`src/rtl/gray_frame_sched.sv`:
```
// Ping-pong frame-buffer scheduler: writes the current gray frame to one bank, reads the previous good frame from the other.
// Latency: mem ports 1 cycle, pairs RD_LAT+2 cycles after the pixel; no backpressure, one pixel per cycle is sustained.
module gray_frame_sched #(
    parameter int H_ACT  = 640,
    parameter int V_ACT  = 480,
    parameter int ADDR_W = 19,
    parameter int RD_LAT = 1
) (
    input  logic              clk,
    input  logic              rst,
    input  logic              enable,
    input  logic              gray_vsync,
    input  logic              gray_href,
    input  logic              gray_valid,
    input  logic [7:0]        gray_data,
    output logic              mem_wr_en,
    output logic              mem_wr_bank,
    output logic [ADDR_W-1:0] mem_wr_addr,
    output logic [7:0]        mem_wr_data,
    output logic              mem_rd_en,
    output logic              mem_rd_bank,
    output logic [ADDR_W-1:0] mem_rd_addr,
    input  logic [7:0]        mem_rd_data,
    output logic              pair_valid,
    output logic              pair_vsync,
    output logic              pair_href,
    output logic [7:0]        cur_data,
    output logic [7:0]        prev_data,
    output logic              diff_en,
    output logic              frame_done,
    output logic              frame_err,
    output logic [15:0]       frame_cnt
);

    localparam int CNT_W  = ADDR_W + 1;
    localparam int LINE_W = $clog2(V_ACT + 1) + 1;
    localparam logic [CNT_W-1:0]  FRAME_PIX = CNT_W'(H_ACT * V_ACT);
    localparam logic [CNT_W-1:0]  H_ACT_C   = CNT_W'(H_ACT);
    localparam logic [LINE_W-1:0] V_ACT_C   = LINE_W'(V_ACT);

    typedef enum logic [1:0] {
        S_IDLE,
        S_SYNC,
        S_ACTIVE,
        S_CHECK
    } state_t;

    typedef struct packed {
        logic       vld;
        logic       vs;
        logic       hr;
        logic       rd;
        logic [7:0] dat;
    } pipe_t;

    state_t              state_q, state_d;
    logic                vsync_q, href_q;
    logic [CNT_W-1:0]    pix_addr_q, pix_addr_d;
    logic [CNT_W-1:0]    line_pix_q, line_pix_d;
    logic [CNT_W-1:0]    line_pix_inc;
    logic [LINE_W-1:0]   line_cnt_q, line_cnt_d;
    logic                line_bad_q, line_bad_d;
    logic                ovf_q, ovf_d;
    logic                bank_q, bank_d;
    logic                diff_en_q, diff_en_d;
    logic [15:0]         frame_cnt_q, frame_cnt_d;
    logic                done_q, done_d;
    logic                err_q, err_d;
    logic                wr_en_q, wr_en_d;
    logic [ADDR_W-1:0]   wr_addr_q, wr_addr_d;
    logic [7:0]          wr_data_q, wr_data_d;
    logic                rd_en_q, rd_en_d;
    logic [ADDR_W-1:0]   rd_addr_q, rd_addr_d;

    pipe_t               dly_q [0:RD_LAT];
    pipe_t               stage_in;
    logic                pair_valid_q, pair_vsync_q, pair_href_q;
    logic [7:0]          cur_data_q, prev_data_q;

    logic boundary, href_fall, accept, room, do_wr, frame_good;

    assign boundary   = gray_vsync & ~vsync_q;
    assign href_fall  = href_q & ~gray_href;
    assign accept     = (state_q == S_ACTIVE) & gray_valid & ~gray_vsync;
    assign room       = (pix_addr_q < FRAME_PIX);
    assign do_wr      = accept & room;
    assign frame_good = (line_cnt_q == V_ACT_C) && (pix_addr_q == FRAME_PIX)
                        && !line_bad_q && !ovf_q;
    assign line_pix_inc = line_pix_q + {{(CNT_W-1){1'b0}}, accept};

    always_comb begin
        state_d     = state_q;
        pix_addr_d  = pix_addr_q;
        line_pix_d  = line_pix_q;
        line_cnt_d  = line_cnt_q;
        line_bad_d  = line_bad_q;
        ovf_d       = ovf_q;
        bank_d      = bank_q;
        diff_en_d   = diff_en_q;
        frame_cnt_d = frame_cnt_q;
        done_d      = 1'b0;
        err_d       = 1'b0;
        wr_en_d     = do_wr;
        wr_addr_d   = do_wr ? pix_addr_q[ADDR_W-1:0] : wr_addr_q;
        wr_data_d   = do_wr ? gray_data : wr_data_q;
        rd_en_d     = do_wr & diff_en_q;
        rd_addr_d   = (do_wr & diff_en_q) ? pix_addr_q[ADDR_W-1:0] : rd_addr_q;

        case (state_q)
            S_IDLE: begin
                if (enable) state_d = S_SYNC;
            end
            S_SYNC: begin
                if (boundary) state_d = S_ACTIVE;
            end
            S_ACTIVE: begin
                if (accept) begin
                    if (room) pix_addr_d = pix_addr_q + 1'b1;
                    else      ovf_d      = 1'b1;
                end
                // The pixel landing on the falling-edge cycle still belongs to the closing line.
                if (href_fall) begin
                    line_cnt_d = line_cnt_q + 1'b1;
                    line_pix_d = '0;
                    if (line_pix_inc != H_ACT_C) line_bad_d = 1'b1;
                end else begin
                    line_pix_d = line_pix_inc;
                end
                if (boundary) state_d = S_CHECK;
            end
            S_CHECK: begin
                if (frame_good) begin
                    bank_d      = ~bank_q;
                    diff_en_d   = 1'b1;
                    frame_cnt_d = frame_cnt_q + 16'd1;
                    done_d      = 1'b1;
                end else begin
                    err_d = 1'b1;
                end
                pix_addr_d = '0;
                line_pix_d = '0;
                line_cnt_d = '0;
                line_bad_d = 1'b0;
                ovf_d      = 1'b0;
                state_d    = enable ? S_ACTIVE : S_IDLE;
            end
            default: state_d = S_IDLE;
        endcase
    end

    always_ff @(posedge clk) begin
        if (rst) begin
            state_q     <= S_IDLE;
            vsync_q     <= 1'b0;
            href_q      <= 1'b0;
            pix_addr_q  <= '0;
            line_pix_q  <= '0;
            line_cnt_q  <= '0;
            line_bad_q  <= 1'b0;
            ovf_q       <= 1'b0;
            bank_q      <= 1'b0;
            diff_en_q   <= 1'b0;
            frame_cnt_q <= '0;
            done_q      <= 1'b0;
            err_q       <= 1'b0;
            wr_en_q     <= 1'b0;
            wr_addr_q   <= '0;
            wr_data_q   <= '0;
            rd_en_q     <= 1'b0;
            rd_addr_q   <= '0;
        end else begin
            state_q     <= state_d;
            vsync_q     <= gray_vsync;
            href_q      <= gray_href;
            pix_addr_q  <= pix_addr_d;
            line_pix_q  <= line_pix_d;
            line_cnt_q  <= line_cnt_d;
            line_bad_q  <= line_bad_d;
            ovf_q       <= ovf_d;
            bank_q      <= bank_d;
            diff_en_q   <= diff_en_d;
            frame_cnt_q <= frame_cnt_d;
            done_q      <= done_d;
            err_q       <= err_d;
            wr_en_q     <= wr_en_d;
            wr_addr_q   <= wr_addr_d;
            wr_data_q   <= wr_data_d;
            rd_en_q     <= rd_en_d;
            rd_addr_q   <= rd_addr_d;
        end
    end

    // Stage 0 lines up with the registered read strobe; stage RD_LAT with the returning read data.
    always_comb begin
        stage_in     = '0;
        stage_in.vld = accept;
        stage_in.vs  = gray_vsync;
        stage_in.hr  = gray_href;
        stage_in.rd  = rd_en_d;
        stage_in.dat = gray_data;
    end

    always_ff @(posedge clk) begin
        if (rst) begin
            for (int i = 0; i <= RD_LAT; i++) dly_q[i] <= '0;
            pair_valid_q <= 1'b0;
            pair_vsync_q <= 1'b0;
            pair_href_q  <= 1'b0;
            cur_data_q   <= '0;
            prev_data_q  <= '0;
        end else begin
            dly_q[0] <= stage_in;
            for (int i = 1; i <= RD_LAT; i++) dly_q[i] <= dly_q[i-1];
            pair_valid_q <= dly_q[RD_LAT].vld;
            pair_vsync_q <= dly_q[RD_LAT].vs;
            pair_href_q  <= dly_q[RD_LAT].hr;
            cur_data_q   <= dly_q[RD_LAT].dat;
            prev_data_q  <= dly_q[RD_LAT].rd ? mem_rd_data : dly_q[RD_LAT].dat;
        end
    end

    assign mem_wr_en   = wr_en_q;
    assign mem_wr_bank = bank_q;
    assign mem_wr_addr = wr_addr_q;
    assign mem_wr_data = wr_data_q;
    assign mem_rd_en   = rd_en_q;
    assign mem_rd_bank = ~bank_q;
    assign mem_rd_addr = rd_addr_q;
    assign pair_valid  = pair_valid_q;
    assign pair_vsync  = pair_vsync_q;
    assign pair_href   = pair_href_q;
    assign cur_data    = cur_data_q;
    assign prev_data   = prev_data_q;
    assign diff_en     = diff_en_q;
    assign frame_done  = done_q;
    assign frame_err   = err_q;
    assign frame_cnt   = frame_cnt_q;

endmodule

```
`config.mk`:
```
export PLATFORM = sky130hd
export DESIGN_NAME = gray_frame_sched
export DESIGN_NICKNAME = d
export VERILOG_FILES = /design/src/rtl/gray_frame_sched.sv
export SDC_FILE = /design/constraint.sdc
export NUM_CORES = 1
export LEC_CHECK = 0
export BUFFER_PORTS_ARGS = -buffer_cell sky130_fd_sc_hd__buf_2
export CAP_MARGIN = 0
export CORE_MARGIN = 5
export CORE_UTILIZATION = 45
export CTS_CLUSTER_DIAMETER = 30
export DETAILED_ROUTE_END_ITERATION = 16
export PLACE_DENSITY = 0.73
export SETUP_SLACK_MARGIN = 0.2
export SLEW_MARGIN = 20
export SYNTH_ARGS = -nofsm -noshare
export SYNTH_HDL_FRONTEND = slang
export SYNTH_SLANG_ARGS = --single-unit
```
`constraint.sdc`:
```
create_clock -name clk -period 2.4 [get_ports clk]
set_clock_uncertainty 0.05 [all_clocks]
set_input_delay 0.24 -clock clk [delete_from_list [all_inputs] [get_ports clk]]
set_output_delay 0.24 -clock clk [all_outputs]
set_load 0.02 [all_outputs]
```
**After elaboration in Yosys (flattened, before gate mapping)**

Memory sizes are Yosys's and may differ from the RTL's.
Cells that the tools add are included.

- Output and inout port bits: 88
- Bits of input ports: 22
- Flip-flop bits (word level): 143
- RAM bits: 24
- Memories: 1
- Logic and storage cells: 96

Memories:

| memory | words | width | rd ports | clocked after memory_dff | write ports | RTL line | text |
|---|---|---|---|---|---|---|---|
| dly_q | 2 | 12 | 2 | 0 | 2 | 75 | `pipe_t dly_q [0:RD_LAT];` |

- Equal/unequal tests: 14
- $lt $le $gt $ge: 1
- Multiplexer cells: 26
- Bitwise gates (word level): 13
- Reductions and logical operators: 14
- Add/subtract/negate cells: 4

Operators by type and width:

| cell | count |
|---|---|
| $pmux 20 s2 | 2 |
| $mux 20 | 3 |
| $mux 12 | 2 |
| $add 20x1->20 | 1 |
| $add 20x1->20 const B | 1 |
| $eq 20x19->1 const B | 1 |
| $lt 20x19->1 const B | 1 |
| $ne 20x10->1 const B | 1 |
| $pmux 10 s2 | 1 |
| $add 16x1->16 const B | 1 |
| $ne 2x2->1 const B | 7 |
| $reduce_and 3->1 | 4 |
| $add 10x1->10 const B | 1 |
| $eq 10x9->1 const B | 1 |
| $mux 10 | 1 |
| $mux 1 | 9 |
| $mux 2 | 4 |
| $mux 8 | 1 |
| $pmux 2 s4 | 1 |
| $and 1x1->1 | 6 |
| $not 1->1 | 5 |
| $eq 2x2->1 const B | 2 |
| $pmux 1 s2 | 2 |
| $reduce_and 2->1 | 2 |
| other kinds (8) | 12 |

**Logic depth before layout (Yosys ltp)**

Gate-level depths: netlist of run 1.

- Word-level depth: 8
- Mapped depth: 12
- Gate-level depth less buffers: 11

**Least setup slack after synthesis of run 1**

No wires, ideal clock.

- Path type: flip-flop to flip-flop
- Start point: reg state_q[0]
- End point: reg line_bad_q
- Library setup time: 0.127 ns
- Cell stages (with the launch flop): 13
- Clock period less this slack: 2.348 ns
- Path slack: 0.052 ns
- Required time: 2.223 ns
- Arrival: 2.171 ns
- Buffers on the path: 1
- Path through: dfxtp_1 -> nor2b_4 -> nand3b_2 -> inv_1 -> ha_1 -> ha_1 -> and3_1 -> clkbuf_1 -> or3_1 -> nand2_1 -> a31oi_1 -> nor4_1 -> a21oi_1

- Cells in the longest elaborated chain, start to end: 7
- Elaborated cells on any way between the ends: 11
- Those cells by class: add/sub: 1; eq/ne: 5; mux: 1; bitwise: 2; reduce/logical: 2

Ends and longest elaborated chain:

| element | RTL line | text |
|---|---|---|
| start: declaration | 56 | `state_t state_q, state_d;` |
| start signal: assignment | 172 | `state_q <= state_d;` |
| $eq 2x2->1 | 84 | `assign accept = (state_q == S_ACTIVE) & gray_valid & ~gray_vsync;` |
| $and 1x1->1 (2 in series) | 84 |  |
| via accept | 80 | `logic boundary, href_fall, accept, room, do_wr, frame_good;` |
| $add 20x1->20 | 89 | `assign line_pix_inc = line_pix_q + {{(CNT_W-1){1'b0}}, accept};` |
| $ne 20x10->1 | 125 | `if (line_pix_inc != H_ACT_C) line_bad_d = 1'b1;` |
| $ne 2x1->1 (no line) | n/a |  |
| $reduce_and 3->1 (no line) | n/a |  |
| end signal: assignment | 178 | `line_bad_q <= line_bad_d;` |
| end: declaration | 62 | `logic line_bad_q, line_bad_d;` |

The timed path passes the listed nets, and every way through them passes these cells.
A chain may end at the register's enable or synchronous reset.

**Final worst setup path of run 1**

Same ends and word-level chain as after synthesis.

==> metrics.md, run 1 <==
| Metric | Value |
|---|---|
| Synth-to-Final Area Change | 22.8% |
| Crit path arrival time | 2.39 ns |
| # diodes | 0 |
| Most frequent cells in the layout | dfxtp_1, buf_2, nor2_1 |
| DIE WIDTH | 133 microns |
| CTS Sinks | 164 |
| Sequential power share | 49.8% |
| Seq cells post-synth | 164 |
| Slew headroom | 63.9% |
| Clock group share of total power | 46.5% |
| Top delay family on crit path | simple AND/OR/NAND/NOR gates |
| Sw Share | 22.4% |
| Buffers on Ports | 109 |
| Min cycle time layout | 2.14 ns |
| Fill cells | 1347 |
| P_sw | 1.25 mW |
| Commonest non-fill, non-tap cell in the layout | dfxtp_1 |
| Status | complete, no violations |
| Predominant post-synthesis flop cell | dfxtp_1 |
| Clock transition at path regs | 0.06 ns |
| Top post-synthesis cells by area | dfxtp_1, nor2_1, nand2_1, mux2i_1, a21oi_1 |
| Antenna violations before repair | 0 |
| Leading area contributor after synthesis | dfxtp_1 |
| Htree depth | 4 |
| Syn Nets | 786 |
| Final setup fails | 0 |
| Routed wire length | 16.0 mm |
| Max cap viols | 0 |
| Unique masters post-synth | 58 |
| Iter 0 DRT Violations | 279 |
| CTS Buffer Depth | 2 |
| Die area | 17700 sq um |
| First-pass GRT wire length | 26.4 mm |
| Startpoint Class | register |
| Drt first pass iters | 5 |
| Mapped Area | 6800 sq um |
| Grt total ovfl | 0 |
| Worst path slowest cell | dfxtp_2 |
| Share of cells above drive strength 1 | 23.7% |
| Share of the clock period used by the worst path after layout | 89.2% |
| Num rows | 45 |
| Min-Delay Path Class | primary input to register |
| Mean post-synth cell area | 8.99 sq um |
| Setup CP Type | register to register |
| CTS buffer count | 17 |
| Total negative slack | 0 ns |
| Worst slew pin tran | 0.541 ns |
| Leakage Power | 3.24 nW |
| CP Max Fanout | 6 |
| Final nets | 909 |
| Pin count of the biggest net entering global routing | 95 |
| Yosys Warn Count | 0 |
| Fin. Hold Viols | 0 |
| Post-synthesis sequential area ratio | 48.3% |
| Core area | 15000 sq um |
| Worst vdd ir | 0.599 mV |
| DR vias | 5647 |
| CP Cell Sequence | nor2b_4 -> nand3b_2 -> inv_1 -> ha_2 -> nand4_1 -> nor3_2 -> and3_1 -> xor2_1 -> nor4_1 -> a21oi_1 |
| Max frequency | 0.467 GHz |
| Via density per instance | 5.23 |
| Avg WL per Cell | 14.9 microns |
| Number of global-route vias before repair | 5373 |
| Synth top area share | 48.3% |
| Clock Latency Late Sink | 0.42 ns |
| Worst Path Buf+Inv | 1 |
| Antenna viol nets, final | 0 |
| Max-slew violations | 0 |
| Clock root cell | clkbuf_16 |
| Post-synthesis cell count | 757 |
| Largest stage delay on the critical path | 0.35 ns |
| Die Height | 133 microns |
| Internal Power | 4.31 mW |
| CTS tree | done |
| Crit. End Element | register |
| HPWL after DPL | 10.6 mm |
| # DRC | 0 |
| Critical Path RT | 2.65 ns |
| # IOs | 110 |
| Initial Utilization | 45.3% |
| Minimum setup slack after placement | 0.110 ns |
| Post-synth EDFFs | 0 |
| Final worst slack | 0.260 ns |
| Comb pwr share | 3.7% |
| RSZ-0062 raised after global routing | yes |
| GPL Wtd Cong | 0.869 |
| PD cells | 665 nW/um^2 |
| Gr usage total | 18.2% |
| Async SR Flop Fraction | 0% |
-- through the flow --
stage	cells	cell area, sq um	utilization [%]	total power [mW]	hold WS [ns]
3_3_place_gp	1032	7590	50.5	3.01	0.367
5_1_grt	1080	8350	55.6	5.74	0.0154
3_5_place_dp	1032	7590	50.5	3.02	0.372
2_1_floorplan	757	6820	-	2.94	0.318
4_1_cts	1073	8260	54.9	5.60	0.00356
6_report	1080	8350	55.6	5.55	0.0174
-- Yosys cell counts (5+ instances only) --
cell type  instances
a311oi_1           6
xnor2_1           23
buf_2              8
clkbuf_1          29
nand2_1           86
nor4_1             7
and3_1            15
o21ai_0           22
xor2_1            19
nor2b_1           37
nor3b_1            8
buf_6              5
ha_1               7
inv_1             12
nor3_1             9
a211oi_2           7
nand4_1           23
dfxtp_1          164
mux2i_1           29
nor2_1           107
a21oi_1           54
nand3_1           16
a31oi_1            6
-- registers in the layout, summed over array words and instances (netlist names), 2 cells and up --
register and cells:
dly_q 24, line_pix_q 20, pix_addr_q 20, mem_rd_addr 19
mem_wr_addr 19, frame_cnt 16, line_cnt_q 10, cur_data 8
mem_wr_data 8, prev_data 8, state_q 2
-- cell families (layout without fill, tap and decap cells) --
kind of cell,after synthesis,in the layout,share of synthesized area (%)
simple gates,340,340,25.5
flops,164,164,48.3
compound gates,116,117,11.2
buf+inv,59,193,4.08
xor+xnor,42,42,5.41
mux,29,29,4.27
fa+ha+maj,7,7,1.29
-- worst min-delay path: cells and delay by family --
kind	cells	cell delay, ns
buf+inv	1	0.08
simple gates	1	0.07
mux	1	0.06
-- area by class of cell --
type	count	area [sq um]	area share, %
flip-flops and latches	164	3280	39.3
clock inverters	11	103	1.23
inverters	12	45.0	0.539
clock buffers	20	457	5.47
repair buffers	150	903	10.8
multi-input cells	535	3330	39.8
well taps	188	235	2.82
-- power groups by stage --
stage	Sequential, mW	Combinational, mW	Clock [mW]
floorplan	2.84	0.108	0
global placement	2.83	0.188	0
detailed placement	2.83	0.189	0
CTS	2.77	0.202	2.63
global route	2.77	0.222	2.75
finish	2.77	0.203	2.58
-- layer usage --
layer,track usage [%],wire (microns)
met5,0,0
met4,5.77,262
met3,4.79,833
met2,29.1,7520
met1,24.0,7420
-- what timing repair did --
item | in CTS | in global routing
setup endpoints to repair | 4 | 22
setup buffers | 1 | 6
hold buffers | 9 | 0
endpoints found under the hold margin | 9 | 0
cloned | 0 | 1
gates resized for setup | 4 | 9
pin swaps | 1 | 6
-- worst paths after layout --
kind	from	to	slack, ns	cells past startpoint
hold / removal	mem_rd_data[3]	prev_data[3]	0.02	3
hold reg to reg	dly_q[0][11]	dly_q[0][23]	0.39	1
setup / recovery	state_q[0]	line_bad_q	0.26	10
setup reg to reg	state_q[0]	line_bad_q	0.26	10
(Power assumes the default switching activity.)
==> run 2: changes to the inputs <==
Settings changed: CAP_MARGIN 0 to 5, GPL_TIMING_DRIVEN set to 0, PLACE_DENSITY 0.73 to 0.71.
Clock period 2.4 ns to 2.7 ns, I/O delays scaled along.
==> run 2 against run 1 <==
Against the previous run: worst setup slack improved by 0.10 ns; largest cell class unchanged; via count increased by 0.92%; clock-buffer cell count up 8; clock power down 13%; critical path depth up 2; hold slack improved by 0.011 ns; critical path type unchanged; design area shrank 0.88%.
==> metrics.md, run 2 (same netlist as run 1, synthesis figures left out) <==
| Metric | Value |
|---|---|
| Largest register FFs | 24 (unchanged) |
| CTS buffer count | 17 (unchanged) |
| PD cells | 592 nW/um^2 (-11%) |
| Reg with most FFs | dly_q |
| Slew headroom | 54.8% (-9.1 points) |
| Iter 0 DRT Violations | 378 (+35%) |
| Worst Path Buf+Inv | 2 (+1) |
| Clock transition at path regs | 0.06 ns (about the same) |
| WHS | 0.0282 ns (+0.0108 ns) |
| Worst path slowest cell | dfxtp_2 |
| CTS Buffer Depth | 2 (unchanged) |
| Final nets | 921 (+1.3%) |
| Largest registers | dly_q: 24 flops, line_pix_q: 20 flops, pix_addr_q: 20 flops |
| Final worst slack | 0.361 ns (+0.102 ns) |
| CTS Sinks | 164 (unchanged) |
| Min cycle time layout | 2.34 ns (+0.198 ns) |
| Crit. End Element | register |
| Final Core Density | 55.1% (-0.49 points) |
| Drt first pass iters | 5 (unchanged) |
| HPWL after DPL | 11.9 mm (+12%) |
| CP Cell Sequence | nor2b_4 -> nand3b_4 -> inv_1 -> ha_2 -> ha_4 -> and3_1 -> buf_4 -> or3_1 -> nand2_1 -> a31oi_2 -> nor4_2 -> a21oi_1 |
| CTS tree | done |
| Worst vdd ir | 0.459 mV (-23%) |
| Share of the clock period used by the worst path after layout | 86.6% (-2.6 points) |
| Hold wc startpoint | gray_data[5] |
| DR vias | 5699 (+0.92%) |
| Sequential power share | 50.2% (+0.4 points) |
| Largest stage delay on the critical path | 0.32 ns (-0.03 ns) |
| Antenna viol nets, final | 0 (unchanged) |
| Max frequency | 0.428 GHz (-8.5%) |
| GPL Wtd Cong | 0.886 (+1.9%) |
| Via density per instance | 5.22 (-0.19%) |
| Reg2Reg Launch Point | state_q[1] |
| Clock group share of total power | 46.0% (-0.5 points) |
| Crit path launch | state_q[1] |
| Clock root cell | clkbuf_16 |
| Pin count of the biggest net entering global routing | 17 (-82%) |
| # IOs | 110 (unchanged) |
| # DRC | 0 (unchanged) |
| Status | complete, no violations |
| Num rows | 45 (unchanged) |
| P_sw | 1.03 mW (-17%) |
| Grt total ovfl | 0 (unchanged) |
| Top delay family on crit path | simple AND/OR/NAND/NOR gates |
| Avg WL per Cell | 15.5 microns (+4.3%) |
| First-pass GRT wire length | 27.3 mm (+3.4%) |
| Antenna violations before repair | 0 (unchanged) |
| Fill cells | 1357 (+0.74%) |
| Gr usage total | 19.2% (+1.1 points) |
| Max cap viols | 0 (unchanged) |
| CP Max Fanout | 8 (+2) |
| Share of cells above drive strength 1 | 21.9% (-1.8 points) |
| Power Total | 4.90 mW (-12%) |
| Crit path arrival time | 2.59 ns (+0.20 ns) |
| Buffers on Ports | 109 (unchanged) |
| Leakage Power | 3.23 nW (about the same) |
| Htree depth | 4 (unchanged) |
| Final setup fails | 0 (unchanged) |
| Commonest non-fill, non-tap cell in the layout | dfxtp_1 |
| Sw Share | 21.1% (-1.4 points) |
| RSZ-0062 raised after global routing | no |
| Comb pwr share | 3.8% (about the same) |
| Internal Power | 3.87 mW (-10%) |
| Die Height | 133 microns (unchanged) |
| Die area | 17700 sq um (unchanged) |
| Minimum setup slack after placement | -0.125 ns (-0.235 ns) |
| Min-Delay Path Class | primary input to register |
| Initial Utilization | 45.3% (unchanged) |
| Critical Path RT | 2.95 ns (+0.30 ns) |
| Number of global-route vias before repair | 5441 (+1.3%) |
| Synth-to-Final Area Change | 21.7% |
| Fin. Hold Viols | 0 (unchanged) |
| Max-slew violations | 0 (unchanged) |
| Core area | 15000 sq um (unchanged) |
| Routed wire length | 16.9 mm (+5.5%) |
| Setup CP Type | register to register |
| # diodes | 0 (unchanged) |
| Clock Latency Late Sink | 0.43 ns (about the same) |
| DIE WIDTH | 133 microns (unchanged) |
| Most frequent cells in the layout | dfxtp_1, buf_2, nor2_1 |
| Startpoint Class | register |
| Worst slew pin tran | 0.678 ns (+0.137 ns) |
run 2: routing by layer:
metal  vias up  share of wire [%]  track usage, %
met4         0                1.8            7.33
met2       153                 47            30.3
li1       2864                  -               -
met3        19                6.3            5.02
met1      2663                 45            25.4
met5         -                  0               0
run 2: path summary, 6_finish.rpt:
kind	slack, ns	cells after the start	endpoint
min reg2reg	0.37	1	pair_valid
max reg2reg	0.36	12	line_bad_q
max	0.36	12	line_bad_q
min	0.03	2	dly_q[0][5]
run 2: cell type report:
cell class,count,area [sq um],area share (%)
multi-input cells,534,3310,40.0
flip-flops and latches,164,3290,39.7
inverters,12,45.0,0.544
clock inverters,3,15.0,0.181
well taps,188,235,2.84
plain buffers,47,236,2.86
repair buffers,116,601,7.25
clock buffers,28,547,6.60
run 2: worst reg2reg max path: cells and delay by family, from the launching register on:
kind / cells / cell delay [ns]
and+or+nand+nor: 6 / 1.07
adders and majority gates: 2 / 0.37
DFF: 1 / 0.32
AOI/OAI and AO/OA: 2 / 0.22
buffers and inverters: 2 / 0.20
run 2: power by group through the flow:
stage               registers [mW]  logic [mW]  clock network (mW)
floorplan                     2.52      0.0959                   0
global placement              2.51       0.177                   0
detailed placement            2.51       0.180                   0
CTS                           2.46       0.183                2.30
global route                  2.46       0.201                2.42
finish                        2.46       0.184                2.25
run 2: metrics by stage:
stage          area [sq um]  setup TNS (ns)  cells
2_1_floorplan          6800               0    757
3_3_place_gp           7580          -0.136   1054
3_5_place_dp           7580          -0.125   1054
4_1_cts                8210               0   1088
5_1_grt                8280               0   1092
6_report               8280               0   1092
run 2: timing repair:
| item | CTS | global route |
|---|---|---|
| hold endpoints to repair | 1 | 0 |
| gates cloned | 0 | 0 |
| gates resized for setup | 10 | 10 |
| hold buffers | 1 | 0 |
| endpoints found under the setup margin | 4 | 4 |
| setup buffers | 2 | 4 |
| pin swaps | 3 | 6 |
